`src/rtl/btn_debounce_pkg.sv`:
```
// Shared defaults and sizing helpers for the multi-channel button debouncer.
package btn_debounce_pkg;

  localparam int unsigned DEF_N_CH         = 5;
  localparam int unsigned DEF_CLK_HZ       = 100_000_000;
  localparam int unsigned DEF_TICK_HZ      = 100_000;
  localparam int unsigned DEF_DEPTH        = 8;
  localparam int unsigned DEF_LONG_TICKS   = 100_000;
  localparam int unsigned DEF_REPEAT_TICKS = 20_000;

  // Clock cycles per sample tick.
  function automatic int unsigned calc_div(input int unsigned clk_hz,
                                           input int unsigned tick_hz);
    return (tick_hz == 0) ? 1 : clk_hz / tick_hz;
  endfunction

  // Width of a counter holding 0..max_val, never narrower than one bit.
  function automatic int unsigned cnt_width(input int unsigned max_val);
    return (max_val < 2) ? 1 : $clog2(max_val + 1);
  endfunction

endpackage

```
`src/rtl/btn_debounce_ch.sv`:
```
// One debounced button channel: synchroniser, stable-window filter, edge, hold and
// long-press detection. Auto-repeat of the press pulse is built only with BTN_REPEAT_EN.
module btn_debounce_ch
  import btn_debounce_pkg::*;
#(
  parameter int unsigned DEPTH        = DEF_DEPTH,
  parameter int unsigned LONG_TICKS   = DEF_LONG_TICKS,
  parameter int unsigned REPEAT_TICKS = DEF_REPEAT_TICKS
) (
  input  logic clk,
  input  logic rst,
  input  logic tick,
  input  logic btn,
  output logic level,
  output logic rise,
  output logic fall,
  output logic long_press
);

  if (DEPTH < 2) begin : g_bad_depth
    $error("btn_debounce_ch: DEPTH must be at least 2");
  end
  if (LONG_TICKS < 1 || REPEAT_TICKS < 1) begin : g_bad_ticks
    $error("btn_debounce_ch: LONG_TICKS and REPEAT_TICKS must be at least 1");
  end

  localparam int unsigned           HOLD_W   = cnt_width(LONG_TICKS);
  localparam logic [HOLD_W-1:0]     HOLD_MAX = HOLD_W'(LONG_TICKS);
  localparam logic [HOLD_W-1:0]     HOLD_PRE = HOLD_W'(LONG_TICKS - 1);

  logic [1:0]        sync_q;
  // Oldest window bit is always shifted out, so only DEPTH-1 past samples are stored.
  logic [DEPTH-2:0]  hist_q, hist_d;
  logic [DEPTH-1:0]  win_next;
  logic              level_q, level_d;
  logic              level_dly_q;
  logic              rise_q, rise_d;
  logic              fall_q, fall_d;
  logic              long_q, long_d;
  logic [HOLD_W-1:0] hold_q, hold_d;
  logic              rep_pulse;

  assign win_next = {sync_q[1], hist_q};

  always_comb begin
    hist_d  = hist_q;
    level_d = level_q;
    hold_d  = hold_q;
    if (tick) begin
      hist_d = win_next[DEPTH-1:1];
      if (&win_next) begin
        level_d = 1'b1;
      end else if (~|win_next) begin
        level_d = 1'b0;
      end
    end
    if (!level_q) begin
      hold_d = '0;
    end else if (tick && (hold_q != HOLD_MAX)) begin
      hold_d = hold_q + 1'b1;
    end
    long_d = tick && level_q && (hold_q == HOLD_PRE);
    rise_d = (level_q && !level_dly_q) || rep_pulse;
    fall_d = !level_q && level_dly_q;
  end

  always_ff @(posedge clk or posedge rst) begin
    if (rst) begin
      sync_q      <= '0;
      hist_q      <= '0;
      level_q     <= 1'b0;
      level_dly_q <= 1'b0;
      rise_q      <= 1'b0;
      fall_q      <= 1'b0;
      long_q      <= 1'b0;
      hold_q      <= '0;
    end else begin
      sync_q      <= {sync_q[0], btn};
      hist_q      <= hist_d;
      level_q     <= level_d;
      level_dly_q <= level_q;
      rise_q      <= rise_d;
      fall_q      <= fall_d;
      long_q      <= long_d;
      hold_q      <= hold_d;
    end
  end

`ifdef BTN_REPEAT_EN
  localparam int unsigned       REP_W    = cnt_width(REPEAT_TICKS - 1);
  localparam logic [REP_W-1:0]  REP_LAST = REP_W'(REPEAT_TICKS - 1);

  logic [REP_W-1:0] rep_q, rep_d;

  // Repeat phase only advances once the hold counter has saturated.
  always_comb begin
    rep_d     = rep_q;
    rep_pulse = 1'b0;
    if (!level_q) begin
      rep_d = '0;
    end else if (tick && (hold_q == HOLD_MAX)) begin
      if (rep_q == REP_LAST) begin
        rep_d     = '0;
        rep_pulse = 1'b1;
      end else begin
        rep_d = rep_q + 1'b1;
      end
    end
  end

  always_ff @(posedge clk or posedge rst) begin
    if (rst) begin
      rep_q <= '0;
    end else begin
      rep_q <= rep_d;
    end
  end
`else
  assign rep_pulse = 1'b0;
`endif

  assign level      = level_q;
  assign rise       = rise_q;
  assign fall       = fall_q;
  assign long_press = long_q;

endmodule

```
`src/rtl/btn_debounce_multi.sv`:
```
// N-channel button conditioner: shared sample-tick divider plus one debounce channel per
// button. Defining BTN_REPEAT_EN adds auto-repeat press pulses after a long press.
module btn_debounce_multi
  import btn_debounce_pkg::*;
#(
  parameter int unsigned N_CH         = DEF_N_CH,
  parameter int unsigned CLK_HZ       = DEF_CLK_HZ,
  parameter int unsigned TICK_HZ      = DEF_TICK_HZ,
  parameter int unsigned DEPTH        = DEF_DEPTH,
  parameter int unsigned LONG_TICKS   = DEF_LONG_TICKS,
  parameter int unsigned REPEAT_TICKS = DEF_REPEAT_TICKS
) (
  input  logic            clk,
  input  logic            rst,
  input  logic [N_CH-1:0] i_btn,
  output logic [N_CH-1:0] o_level,
  output logic [N_CH-1:0] o_rise,
  output logic [N_CH-1:0] o_fall,
  output logic [N_CH-1:0] o_long,
  output logic            o_tick
);

  if (TICK_HZ == 0 || CLK_HZ < TICK_HZ) begin : g_bad_div
    $error("btn_debounce_multi: CLK_HZ / TICK_HZ must be at least 1");
  end

  localparam int unsigned       DIV      = calc_div(CLK_HZ, TICK_HZ);
  localparam int unsigned       DIV_W    = cnt_width(DIV - 1);
  localparam logic [DIV_W-1:0]  DIV_LAST = DIV_W'(DIV - 1);

  logic [DIV_W-1:0] div_q, div_d;
  logic             tick_d, tick_q;

  always_comb begin
    tick_d = (div_q == DIV_LAST);
    div_d  = tick_d ? '0 : div_q + 1'b1;
  end

  always_ff @(posedge clk or posedge rst) begin
    if (rst) begin
      div_q  <= '0;
      tick_q <= 1'b0;
    end else begin
      div_q  <= div_d;
      tick_q <= tick_d;
    end
  end

  assign o_tick = tick_q;

  // Channels sample on the registered tick so o_tick marks exactly the update cycles.
  for (genvar i = 0; i < N_CH; i++) begin : g_ch
    btn_debounce_ch #(
      .DEPTH        (DEPTH),
      .LONG_TICKS   (LONG_TICKS),
      .REPEAT_TICKS (REPEAT_TICKS)
    ) u_ch (
      .clk        (clk),
      .rst        (rst),
      .tick       (tick_q),
      .btn        (i_btn[i]),
      .level      (o_level[i]),
      .rise       (o_rise[i]),
      .fall       (o_fall[i]),
      .long_press (o_long[i])
    );
  end

endmodule

```
`config.mk`:
```
export PLATFORM = sky130hd
export DESIGN_NAME = btn_debounce_multi
export DESIGN_NICKNAME = d
export VERILOG_FILES = /design/src/rtl/btn_debounce_pkg.sv /design/src/rtl/btn_debounce_ch.sv /design/src/rtl/btn_debounce_multi.sv
export SDC_FILE = /design/constraint.sdc
export NUM_CORES = 1
export LEC_CHECK = 0
export BUFFER_PORTS_ARGS = -buffer_cell sky130_fd_sc_hd__buf_2
export CAP_MARGIN = 20
export CORE_ASPECT_RATIO = 0.6
export CORE_UTILIZATION = 65
export CTS_CLUSTER_DIAMETER = 200
export DETAILED_ROUTE_END_ITERATION = 7
export PLACE_DENSITY_LB_ADDON = 0.1
export SYNTH_ARGS = -nofsm -noshare
export SYNTH_HDL_FRONTEND = slang
export SYNTH_SLANG_ARGS = --single-unit
```
`constraint.sdc`:
```
create_clock -name clk -period 11.39 [get_ports clk]
set_input_delay 3.417 -clock clk [delete_from_list [all_inputs] [get_ports clk]]
set_output_delay 3.417 -clock clk [all_outputs]
set_load 0.01 [all_outputs]
```
==> impl_results.md, run 1 <==
* Outcome: complete, no violations
* Async set-reset flop share out of synthesis at 100%
* Final Hold Viols at 0
* Period utilisation layout at 43.0%
* Clock Pin Slew Worst Setup and Hold Paths at 0.06 ns
* HP Class: reg2reg
* DP HPWL at 9.58 mm
* Ys Warns at 0
* Detailed-router iteration count before antenna repair at 5
* Nets at 761
* Starting DRT DRC Count at 305
* WL final at 14.8 mm
* Max Slew Vio Count at 0
* Mapped Area at 7760 um2
* Clock sink total at 166
* Seq cells post-synth at 166
* Post-synthesis sequential area ratio at 53.6%
* Die ar. at 12400 um2
* Post-synth top flop: dfrtp_1
* CP max-delay cell: dfrtp_1
* Htree depth at 4
* # DRC at 0
* Max_cap viols at 0
* Die Span X at 143 um
* Grt total ovfl at 0
* Die height at 86.6 um
* Mean Syn Cell Area at 10.5 um2
* Area delta synth->final at 9.73%
* Area of the core at 11400 um2
* Pwr/cell area at 144 nW/um2
* Cells after synthesis at 737
* Commonest cells after routing, fill and taps aside: 165 x dfrtp_1, 68 x nand2_1, 55 x nor2_1, 37 x nand4_1, 33 x mux2_2
* Actual slew at the worst max-slew pin at 0.949 ns
* Post-CTS Setup Bufs at 0
* Crit Path Class: reg2out
* Number of global-route vias before repair at 5098
* RSZ-0062 raised after global routing: false
* Pin count of the biggest net entering global routing at 102
* CTS Root Buffer Type: clkbuf_16
* Setup crit end kind: primary output
* Ant diodes at 0
* Hold buffer count at CTS at 0
* Buffers from clock root to sink, at most at 2
* Yosys cell types at 52
* Worst slew margin at 36.2%
* Vias per inst at 5.94
* I/O Buffers at 27
* Worst-Skew Late Latency at 0.41 ns
* Initial Util at 67.7%
* Met2 Usage GRT at 39.2%
* Clock Skews at 0.00688 ns
* Final instance area at 8510 um2
* First-pass GRT wire length at 24.8 mm
* Fmax achieved at 0.204 GHz
* Lkg Pwr at 3.69 nW
* Io pins at 28
* GP Congestion at 0.875
* CP Cell Sequence: buf_2
* GR Util All Layers at 25.8%
* GR met3 Demand/Resource at 3.81%
* Final setup vio count at 0
* Site row count at 30
* Busiest grt layer: met2
* Arrival time worst endpoint at 1.48 ns
* TritonCTS clock tree: yes
* Startpoint types: flip-flop
* Placed Area at 7870 um2
* M1 GR Usage at 38.2%
* Minimum clock period at 4.90 ns
* Post-cts gate resize count at 0
* Largest delay share family, worst path: flip-flops
* Syn Nets at 755
* Post-synth EDFFs at 0
* Num CTS Buffers at 17
* Setup TNS at 0 ns
* Crit path buffers/inverters at 1
* Crit-path max cell delay at 0.81 ns
* Initial antenna violation count at 0
* VDD IR max at 0.000110 V
* Final ANT Viol Nets at 0
* Layout cells sized above 1 at 12.7%
* Most common cell after layout, fill and taps aside: dfrtp_1
* Required @ worst endpoint at 7.97 ns
* Drt wl/cell at 16.2 um
* Maximum fanout along the worst path at 27
* Vias at 5438
-- path summary, 6_finish.rpt --
| check | startpoint | end | slack (ns) | depth (start not counted) |
|---|---|---|---|---|
| setup / recovery | g_ch[2].u_ch.level | o_level[2] | 6.49 | 1 |
| hold / removal | g_ch[4].u_ch.sync_q[0] | g_ch[4].u_ch.sync_q[1] | 0.37 | 0 |
| setup reg to reg | o_tick | g_ch[3].u_ch.hold_q[15] | 8.69 | 5 |
| hold reg to reg | g_ch[4].u_ch.sync_q[0] | g_ch[4].u_ch.sync_q[1] | 0.37 | 0 |
| max in group asynchronous | rst | o_tick | 6.83 | 3 |
| min in group asynchronous | rst | g_ch[0].u_ch.sync_q[0] | 3.20 | 2 |
-- metrics by stage --
| step | setup slack [ns] | hold WS (ns) | instances | utilization (%) | power (mW) |
|---|---|---|---|---|---|
| final | 6.49 | 0.368 | 915 | 74.3 | 1.23 |
| after global routing | 6.39 | 0.378 | 915 | 74.3 | 1.26 |
| after CTS | 6.49 | 0.375 | 915 | 74.3 | 1.24 |
| after detailed placement | 6.27 | 0.356 | 884 | 68.7 | 0.617 |
| after global placement | 6.33 | 0.337 | 884 | 68.7 | 0.616 |
| after floorplan | 3.48 | 0.331 | 737 | - | 0.612 |
-- area by class of cell --
cell class                 instances  area, um2
clock inverter                     8        173
timing repair buffer              29        150
clock buffer                      23        468
tap                              160        200
sequential                       166       4160
multi-input combinational        503       3260
fill                             767       2940
inverter                          26        103
-- layer usage --
layer | up-vias | wire length, um
met5 | - | 0
met4 | 0 | 163
met3 | 19 | 627
met2 | 170 | 6830
met1 | 2651 | 7180
li1 | 2598 | -
-- synthesized netlist by cell type (19+ instances only) --
cell type | n | area, um2
or3_1 | 19 | 119
nor2_1 | 55 | 206
buf_4 | 20 | 150
mux2_2 | 33 | 372
inv_1 | 25 | 93.8
dfrtp_1 | 166 | 4150
xnor2_1 | 24 | 210
xor2_1 | 24 | 210
a21oi_1 | 23 | 115
nand3_1 | 31 | 155
nand2_1 | 68 | 255
o21ai_0 | 28 | 140
nand4_1 | 37 | 231
-- state kept, by name, indices dropped and copies added (netlist names) --
signal / count
div_q: 10
g_ch.u_ch.hold_q: 85
g_ch.u_ch.long_press: 5
g_ch.u_ch.level: 5
g_ch.u_ch.fall: 5
o_tick: 1
g_ch.u_ch.sync_q: 10
g_ch.u_ch.hist_q: 35
g_ch.u_ch.rise: 5
g_ch.u_ch.level_dly_q: 5
-- where the power goes --
part           internal, mW  switching, mW
clock network         0.400          0.223
logic               0.00129         0.0113
registers             0.592        0.00124
total                 0.993          0.235
-- cells by family after synthesis --
| family | synth area share [%] |
|---|---|
| adders and majority gates | 1.77 |
| xor gates and xnor gates | 5.42 |
| DFF | 53.6 |
| buffers and inverters | 4.39 |
| and+or+nand+nor | 22.4 |
| AOI/OAI and AO/OA | 5.32 |
| muxes | 7.11 |
Power figures use the tool's default switching activity.
==> run 2: changes to the inputs <==
ABC_AREA = 1   (was not set)
CORE_UTILIZATION = 63   (was 65)
clock period = 4.71 ns   (was 11.39 ns; I/O delays follow)
==> impl_results.md, run 2 <==
* Setup crit end kind: primary output
* Area delta synth->final at 7.24%
* CP max-delay cell: dfrtp_1
* Fmax achieved at 0.340 GHz
* Met2 Usage GRT at 39.1% (-0.057 points)
* Lkg Pwr at 4.58 nW (+24%)
* Yosys cell types at 33 (-37%)
* RSZ-0062 raised after global routing: false
* GR met3 Demand/Resource at 5.58% (+1.8 points)
* Largest area contributor in the netlist: dfrtp_1
* I/O Buffers at 27 (unchanged)
* Post-synth top flop: dfrtp_1
* R2R Path End: g_ch[4].u_ch.hold_q[1]
* Async set-reset flop share out of synthesis at 100% (unchanged)
* Worst-Skew Late Latency at 0.43 ns (+0.02 ns)
* Num CTS Buffers at 17 (unchanged)
* Final ANT Viol Nets at 0 (unchanged)
* Final setup vio count at 0 (unchanged)
* Mean Syn Cell Area at 7.21 um2 (-31%)
* Clock Skews at 0.0128 ns (+0.00587 ns)
* Largest delay share family, worst path: flip-flops
* Vias at 8036 (+48%)
* Initial Util at 66.1% (-1.6 points)
* Syn Nets at 1297 (+72%)
* Clock sink total at 166 (unchanged)
* Htree depth at 4 (unchanged)
* Maximum fanout along the worst path at 23 (-15%)
* R2R Setup Slk at 2.38 ns (-6.31 ns)
* Hold Path End: g_ch[3].u_ch.sync_q[1]
* Detailed-router iteration count before antenna repair at 6 (+1)
* Post-route setup slack at 1.77 ns (-4.72 ns)
* Required @ worst endpoint at 3.30 ns (-4.67 ns)
* HP Class: reg2reg
* VDD IR max at 0.000291 V (+160%)
* Crit Path Class: reg2out
* Layout cells sized above 1 at 8.29% (-4.4 points)
* Pwr/cell area at 285 nW/um2 (+98%)
* Area of the core at 14000 um2 (+22%)
* Max_cap viols at 0 (unchanged)
* Period utilisation layout at 62.4%
* Cells after synthesis at 1279 (+74%)
* Die ar. at 15100 um2 (+22%)
* Vias per inst at 5.42 (-8.8%)
* Final Hold Viols at 0 (unchanged)
* Cell count of the worst reg-to-reg path at 5 (unchanged)
* WP depth at 1 (unchanged)
* Minimum clock period at 2.94 ns
* Actual slew at the worst max-slew pin at 0.888 ns (-0.0611 ns)
* Starting DRT DRC Count at 937 (+210%)
* TritonCTS clock tree: yes
* Largest cells by area after synthesis: dfrtp_1 45%, nand2_1 18%, nor2_1 7.0%
* Worst Hold Launch: g_ch[3].u_ch.sync_q[0]
* Ant diodes at 0 (unchanged)
* Die Span X at 158 um (+11%)
* Crit-path max cell delay at 0.85 ns (+0.04 ns)
* Reg with most FFs: g_ch.u_ch.hold_q
* Share of the synthesized area in the top cell type at 45.0% (-8.5 points)
* Hold buffer count at CTS at 0 (unchanged)
* Clock Pin Slew Worst Setup and Hold Paths at 0.07 ns (about the same)
* Outcome: complete, no violations
* Setup TNS at 0 ns (unchanged)
* Initial antenna violation count at 0 (unchanged)
* Arrival time worst endpoint at 1.53 ns (+0.05 ns)
* Post-CTS Setup Bufs at 0 (unchanged)
* Post-cts gate resize count at 0 (unchanged)
* Commonest cells after routing, fill and taps aside: 433 x nand2_1, 173 x nor2_1, 165 x dfrtp_1, 125 x inv_1, 83 x nand4_1
* Max reg flops at 85 (unchanged)
* CP Cell Sequence: buf_2
* Post-synth EDFFs at 0 (unchanged)
* Top flop regs: g_ch.u_ch.hold_q (85), g_ch.u_ch.hist_q (35)
* Synth top cells by count: 433 x nand2_1, 173 x nor2_1, 166 x dfrtp_1, 126 x inv_1, 83 x nand4_1
* Site row count at 33 (+10%)
* M1 GR Usage at 46.5% (+8.3 points)
* CTS Root Buffer Type: clkbuf_16
* First-pass GRT wire length at 34.3 mm (+38%)
* Post-synthesis sequential area ratio at 45.0% (-8.5 points)
* Worst slew margin at 40.8% (+4.6 points)
* Max Slew Vio Count at 0 (unchanged)
* R2r startpoint: o_tick
* Mapped Area at 9230 um2 (+19%)
* Most common cell after layout, fill and taps aside: nand2_1
* Most frequent cell after synthesis: nand2_1
* Ys Warns at 0 (unchanged)
* Crit path buffers/inverters at 1 (unchanged)
* Pin count of the biggest net entering global routing at 167 (+64%)
* Busiest grt layer: met1
* Buffers from clock root to sink, at most at 2 (unchanged)
* Number of global-route vias before repair at 7110 (+39%)
* Seq cells post-synth at 166 (unchanged)
* GR Util All Layers at 28.9% (+3.1 points)
* Die height at 95.7 um (+11%)
* Nets at 1296 (+70%)
* Worst Hold Depth at 0 (unchanged)
* GP Congestion at 0.955 (+9.1%)
* Grt total ovfl at 0 (unchanged)
* WL final at 20.1 mm (+36%)
* # DRC at 0 (unchanged)
* DP HPWL at 13.8 mm (+44%)
* Drt wl/cell at 13.6 um (-16%)
* Io pins at 28 (unchanged)
* Post-placement worst setup slack at 2.22 ns (-4.05 ns)
* Final Power at 2.82 mW (+130%)
* Startpoint types: flip-flop
-- run 2: cell types whose count changed after synthesis, sizes merged, moves of 18 or more --
cell,before,now
mux2i,18,0
o21ai,28,65
inv,25,140
nand3,31,58
nor2,55,188
xnor2,24,1
nand4,38,83
nand2,68,442
or3,19,0
mux2,33,0
-- run 2: final cells by class --
class                      instances  area (um2)
inverter                         146         554
timing repair buffer              29         163
multi-input combinational        918        4210
clock buffer                      19         453
tap                              192         240
clock inverter                    13         123
fill                            1125        4060
sequential                       166        4160
-- run 2: kinds of logic (layout without fill, tap and decap cells) --
kind of cell,count (synthesis),after routing,synth area share [%]
AND/OR/NAND/NOR,806,806,37.6
buffers and inverters,195,207,9.38
flip-flops,166,166,45.0
AO/OA/AOI/OAI,86,86,5.04
XOR/XNOR,15,15,1.42
adder cells (fa/ha/maj),11,11,1.49
-- run 2: worst register-to-register path, delay by kind of cell, from the launching register on --
family                 cells  cell delay, ns
AO/OA/AOI/OAI              1            0.12
buffers and inverters      2            0.95
flip-flops                 1            0.36
AND/OR/NAND/NOR            2            0.79
-- run 2: how the worst max path moves through the flow --
stage	from	endpoint	slack, ns
2_1_floorplan	rst	div_q[0]	1.18
3_3_place_gp	g_ch[4].u_ch.level	o_level[4]	2.23
3_5_place_dp	g_ch[4].u_ch.level	o_level[4]	2.22
4_1_cts	g_ch[4].u_ch.level	o_level[4]	1.77
5_1_grt	g_ch[4].u_ch.level	o_level[4]	1.70
6_report	g_ch[4].u_ch.level	o_level[4]	1.77
-- run 2: metrics by stage --
stage	cell area, um2	std cells	util (%)	hold slack (ns)
global placement	9320	1451	66.8	0.334
global route	9890	1483	70.9	0.353
CTS	9890	1483	70.9	0.347
floorplan	9230	1279	-	0.331
detailed placement	9320	1451	66.8	0.336
finish	9890	1483	70.9	0.346
-- run 2: routing by layer --
| metal | wire length [um] | vias up |
|---|---|---|
| met5 | 0 | - |
| met4 | 134 | 0 |
| met3 | 1670 | 16 |
| met2 | 7890 | 320 |
| met1 | 10400 | 3637 |
| li1 | - | 4063 |
-- run 2: power breakdown --
group	switching [mW]	internal, mW
registers	0.00239	1.43
clock network	0.596	0.762
logic	0.0275	0.00413
